--- src/rtl/mini16_uart_rx.sv ---
// mini16_uart_rx: 8N1 UART receiver, LSB first, with a one-entry valid/ready
// output register and framing-error / overrun pulses.
//
// Ports:
//   clk       in   system clock, single clock domain (rising edge)
//   reset     in   synchronous active-high reset
//   uart_rxd  in   asynchronous serial input, idles high
//   data      out  received byte, stable while valid is high
//   valid     out  data holds an unconsumed byte
//   ready     in   consumer accepts the byte when valid && ready
//   busy      out  receiver FSM is not idle
//   ferr      out  one-cycle pulse: bad stop bit, byte discarded
//   overrun   out  one-cycle pulse: good byte dropped, output register full
module mini16_uart_rx #(
  parameter int unsigned CLK_HZ  = 50000000,
  parameter int unsigned SCLK_HZ = 115200
) (
  input  logic       clk,
  input  logic       reset,
  input  logic       uart_rxd,
  output logic [7:0] data,
  output logic       valid,
  input  logic       ready,
  output logic       busy,
  output logic       ferr,
  output logic       overrun
);

  localparam int unsigned DIV   = CLK_HZ / SCLK_HZ;
  localparam int unsigned HALF  = DIV / 2;
  localparam int unsigned CNT_W = (DIV > 2) ? $clog2(DIV) : 1;

  localparam logic [CNT_W-1:0] CNT_HALF_END = CNT_W'(HALF - 1);
  localparam logic [CNT_W-1:0] CNT_BIT_END  = CNT_W'(DIV - 1);

  // Need at least a few clocks per bit for mid-bit sampling to make sense.
  if (DIV < 4) begin : g_div_check
    $error("mini16_uart_rx: CLK_HZ/SCLK_HZ must be at least 4");
  end

  typedef enum logic [1:0] {
    S_IDLE,
    S_START,
    S_DATA,
    S_STOP
  } state_t;

  // Registers
  logic             r_sync1;
  logic             r_sync2;
  state_t           r_state;
  logic [CNT_W-1:0] r_cnt;
  logic [2:0]       r_idx;
  logic [7:0]       r_shift;
  logic [7:0]       r_data;
  logic             r_valid;
  logic             r_busy;
  logic             r_ferr;
  logic             r_overrun;

  // Next-state wires
  logic             w_rxd_s;
  state_t           w_state_nxt;
  logic [CNT_W-1:0] w_cnt_nxt;
  logic [2:0]       w_idx_nxt;
  logic [7:0]       w_shift_nxt;
  logic [7:0]       w_data_nxt;
  logic             w_valid_nxt;
  logic             w_busy_nxt;
  logic             w_ferr_nxt;
  logic             w_overrun_nxt;
  logic             w_deliver;

  assign w_rxd_s = r_sync2;

  assign data    = r_data;
  assign valid   = r_valid;
  assign busy    = r_busy;
  assign ferr    = r_ferr;
  assign overrun = r_overrun;

  // State register, synchronizer and output register
  always_ff @(posedge clk) begin
    if (reset) begin
      r_sync1   <= 1'b1;
      r_sync2   <= 1'b1;
      r_state   <= S_IDLE;
      r_cnt     <= '0;
      r_idx     <= '0;
      r_shift   <= '0;
      r_data    <= '0;
      r_valid   <= 1'b0;
      r_busy    <= 1'b0;
      r_ferr    <= 1'b0;
      r_overrun <= 1'b0;
    end else begin
      r_sync1   <= uart_rxd;
      r_sync2   <= r_sync1;
      r_state   <= w_state_nxt;
      r_cnt     <= w_cnt_nxt;
      r_idx     <= w_idx_nxt;
      r_shift   <= w_shift_nxt;
      r_data    <= w_data_nxt;
      r_valid   <= w_valid_nxt;
      r_busy    <= w_busy_nxt;
      r_ferr    <= w_ferr_nxt;
      r_overrun <= w_overrun_nxt;
    end
  end

  // Next-state and output logic
  always_comb begin
    w_state_nxt   = r_state;
    w_cnt_nxt     = r_cnt;
    w_idx_nxt     = r_idx;
    w_shift_nxt   = r_shift;
    w_data_nxt    = r_data;
    w_valid_nxt   = r_valid;
    w_ferr_nxt    = 1'b0;
    w_overrun_nxt = 1'b0;
    w_deliver     = 1'b0;

    unique case (r_state)
      S_IDLE: begin
        w_cnt_nxt = '0;
        if (!w_rxd_s) begin
          w_state_nxt = S_START;
        end
      end

      // Confirm the start bit at its midpoint; a high line here is a glitch.
      S_START: begin
        if (r_cnt == CNT_HALF_END) begin
          w_cnt_nxt = '0;
          if (!w_rxd_s) begin
            w_state_nxt = S_DATA;
            w_idx_nxt   = '0;
          end else begin
            w_state_nxt = S_IDLE;
          end
        end else begin
          w_cnt_nxt = r_cnt + CNT_W'(1);
        end
      end

      S_DATA: begin
        if (r_cnt == CNT_BIT_END) begin
          w_cnt_nxt   = '0;
          w_shift_nxt = {w_rxd_s, r_shift[7:1]};
          if (r_idx == 3'd7) begin
            w_state_nxt = S_STOP;
          end else begin
            w_idx_nxt = r_idx + 3'd1;
          end
        end else begin
          w_cnt_nxt = r_cnt + CNT_W'(1);
        end
      end

      // Leave at mid-stop-bit so the next start edge is caught early.
      S_STOP: begin
        if (r_cnt == CNT_BIT_END) begin
          w_cnt_nxt   = '0;
          w_state_nxt = S_IDLE;
          if (w_rxd_s) begin
            w_deliver = 1'b1;
          end else begin
            w_ferr_nxt = 1'b1;
          end
        end else begin
          w_cnt_nxt = r_cnt + CNT_W'(1);
        end
      end

      default: begin
        w_state_nxt = S_IDLE;
        w_cnt_nxt   = '0;
      end
    endcase

    // A byte consumed this cycle frees the slot for a same-cycle delivery.
    if (w_deliver) begin
      if (!r_valid || ready) begin
        w_data_nxt  = r_shift;
        w_valid_nxt = 1'b1;
      end else begin
        w_overrun_nxt = 1'b1;
      end
    end else if (r_valid && ready) begin
      w_valid_nxt = 1'b0;
    end

    w_busy_nxt = (w_state_nxt != S_IDLE);
  end

endmodule

--- config.mk ---
export PLATFORM = sky130hd
export DESIGN_NAME = mini16_uart_rx
export DESIGN_NICKNAME = d
export VERILOG_FILES = /design/src/rtl/mini16_uart_rx.sv
export SDC_FILE = /design/constraint.sdc
export NUM_CORES = 1
export LEC_CHECK = 0
export ABC_AREA = 0
export CAP_MARGIN = 20
export CORE_MARGIN = 4
export CORE_UTILIZATION = 45
export DETAILED_ROUTE_END_ITERATION = 10
export PLACE_DENSITY_LB_ADDON = 0.1
export SLEW_MARGIN = 20
export SYNTH_ARGS = -nofsm -noshare
export SYNTH_HDL_FRONTEND = slang
export SYNTH_SLANG_ARGS = --single-unit
--- constraint.sdc ---
create_clock -name clk -period 2.4 [get_ports clk]
set_clock_uncertainty 0.1 [all_clocks]
set_input_delay 0.48 -clock clk [delete_from_list [all_inputs] [get_ports clk]]
set_output_delay 0.48 -clock clk [all_outputs]
set_load 0.005 [all_outputs]
==> metrics <==
dominant cells by area after synthesis=dfxtp_1 (48%), nand3_1 (6.3%), nor2_1 (5.5%); DR vias=1161; num rows=20; share of the synthesized area in the top cell type=48.1%; startpoint types=register; vias in the first global route=1234; worst relative slew slack=66.8%; Ys Warns=0; post-synthesis register bit count=36; Routed Antenna Nets=0; most common cell in the synthesized netlist=dfxtp_1; drt pass-1 iters=4; hold depth=1; final worst slack=0.358 ns; dpl ws=0.377 ns; CTS tree=done; area share of and/or/nand/nor cells after synthesis=23.2%; hpwl dp=2.07 mm; filler cell count in the final layout=285; Psw=222 uW; LEAKAGE=0.000575 uW; Nets=189; switching share of power=a little over a fifth; Area Overhead vs Synth=17.8%; Post CTS Setup Buffer Count=0; area leader, netlist=dfxtp_1; Num CTS Buffers=5; WP data arrival=2.21 ns; Max IR drop VDD=around 0.29 mV; fraction of synthesized area in multiplexers=5.35%; combinational group share of total power=2.4%; fin crit share=between 80 and 90%; Compound-Gate Fraction of Synth Area=a little under an eighth; Post-Syn Area=1500 um2; Pint=832 uW; Total Wirelength=between 2 and 3 mm; Synth Net Count=171; R2R cell count=6; dominant synthesized flop cell=dfxtp_1; ant diodes=0; fraction of layout cells with a size suffix above 1=under 10%; WS Path Type=reg2reg; largest family of logic cells by synthesized area=simple AND/OR/NAND/NOR gates; Seq/Total Area, Yosys=48.1%; Starting Density=47.9%; Worst Path Max Fanout=4; iteration-0 DRC count of the detailed router=70; wire per inst=around 13 um; Post-CTS Resized=0; # DRC=0; CP Data Required Time=2.57 ns; global-route wire length before repair=5.21 mm; die width=65.7 um; synthesized area per cell=9.24 um2; Register Area=a little over 700 um2; Synth async-reset ratio=0%; H-tree depth=2; IO Count=16; Post-Syn Instances=162; vias per cell=roughly 5.2; die area=4320 um2; Longest Clk Path Bufs=2; total power after layout=around 1100 uW; RSZ-0062 raised after global routing=no; part of the power in registers=57.4%; multi-input combinational cell area=between 700 and 800 um2; crit end category=register; hold crit path type=reg2reg; Slew Limit Fails=0; status=finished clean; setup TNS=0 ns; GRT overflow=0; Reg clk slew, reported paths=roughly 0.11 ns; pin count of the biggest net entering global routing=19; Final min period=2.04 ns; worst slew pin tran=0.494 ns; Worst-Skew Late Latency=0.35 ns; Synth Area in XOR/XNOR=4.09%; Commonest cells post-synth=dfxtp_1 (36), nor2_1 (22), nand3_1 (19), a21oi_1 (13), mux2i_1 (8); final setup vio count=0; number of port buffers=15; Post-synth EDFFs=0; clock network power share=40.2%; die height=65.7 um; initial antenna violation count=0; P per Cell Area=around 600 nW/um2; core area=roughly 3100 um2; Yosys cell types=37; GRT Total Usage=between 10% and 20%; gpl congestion=between 0.8 and 0.9; CTS Hold Bufs=0; CTS Root Cell=clkbuf_4; # clock sinks=36; adder-cell share of the synthesized area=4.18%; Final Hold Violating Endpoints=0; Max Freq=490 MHz; Max-Cap Viols=0
-- metal layers --
layer  GRT usage, %  vias to the layer above  share of wire (%)
li1               -                      601                  -
met1           18.0                      538                 48
met2           26.4                       13                 46
met3           4.10                        9                2.9
met4           9.33                        0                2.6
met5              0                        -                  0
-- per-stage QoR --
step           util, %  instances  hold WS [ns]  area [um2]
6_report          56.4        225         0.328        1760
5_1_grt           56.4        225         0.369        1760
4_1_cts           56.4        225         0.332        1760
3_5_place_dp      54.0        217         0.303        1690
3_3_place_gp      54.0        217         0.300        1690
2_1_floorplan        -        162         0.289        1500
-- area by class of cell --
type / count / area share, %
Multi-Input combinational cell: 115 / 41.1
Inverter: 4 / 0.851
Sequential cell: 36 / 40.9
Clock buffer: 6 / 2.34
Timing Repair Buffer: 18 / 9.79
Tap cell: 44 / 3.12
Clock inverter: 2 / 1.99
-- power groups by stage --
stage	clock network, uW	registers [uW]	logic [uW]
2_1_floorplan	0	618	17.2
3_3_place_gp	0	619	25.3
3_5_place_dp	0	619	25.6
4_1_cts	433	605	25.8
5_1_grt	459	606	28.8
6_report	423	605	25.7
-- path summary, 6_finish.rpt --
path / slack (ns) / from / endpoint
setup / recovery: 0.36 / r_cnt[1]$_SDFF_PP0_ / busy$_SDFF_PP0_
hold reg to reg: 0.33 / r_sync1$_SDFF_PP1_ / r_sync2$_SDFF_PP1_
setup reg to reg: 0.36 / r_cnt[1]$_SDFF_PP0_ / busy$_SDFF_PP0_
hold / removal: 0.33 / r_sync1$_SDFF_PP1_ / r_sync2$_SDFF_PP1_
-- kinds of logic (layout without fill, tap and decap cells) --
kind of cell	Yosys count	after routing
simple gates	66	66
compound gates	29	29
fa+ha+maj	5	5
mux	8	8
buf+inv	11	30
xor+xnor	7	7
flops	36	36
-- critical path, cell delays in order, from the launching register on --
cell and delay, ns:
dfxtp_1 0.34, inv_1 0.08, ha_1 0.13, or4b_4 0.46, or4_4 0.52, a21boi_4 0.16
o221ai_1 0.16
-- registers in the layout, summed over array words and instances, names as in the netlist --
| register | flops |
|---|---|
| r_state | 2 |
| busy | 1 |
| r_shift | 8 |
| overrun | 1 |
| r_idx | 3 |
| valid | 1 |
| ferr | 1 |
| data | 8 |
| r_sync1 | 1 |
| r_sync2 | 1 |
| r_cnt | 9 |
-- layout by cell type, fill, tap and decap left out, types with 2 or more instances in the layout --
master           instances
xnor2_1                  5
clkbuf_4                 5
mux2i_1                  8
ha_1                     5
a21oi_1                 13
o21ai_0                  7
or2_2                    2
nor2_1                  22
buf_4                    3
nand2_1                  4
clkdlybuf4s50_1         15
nor3_1                   4
inv_1                    4
o21ai_1                  3
xor2_1                   2
dfxtp_1                 36
nand3_1                 19
nand2b_1                 3
Note: power is estimated with default switching activity, not from simulation.
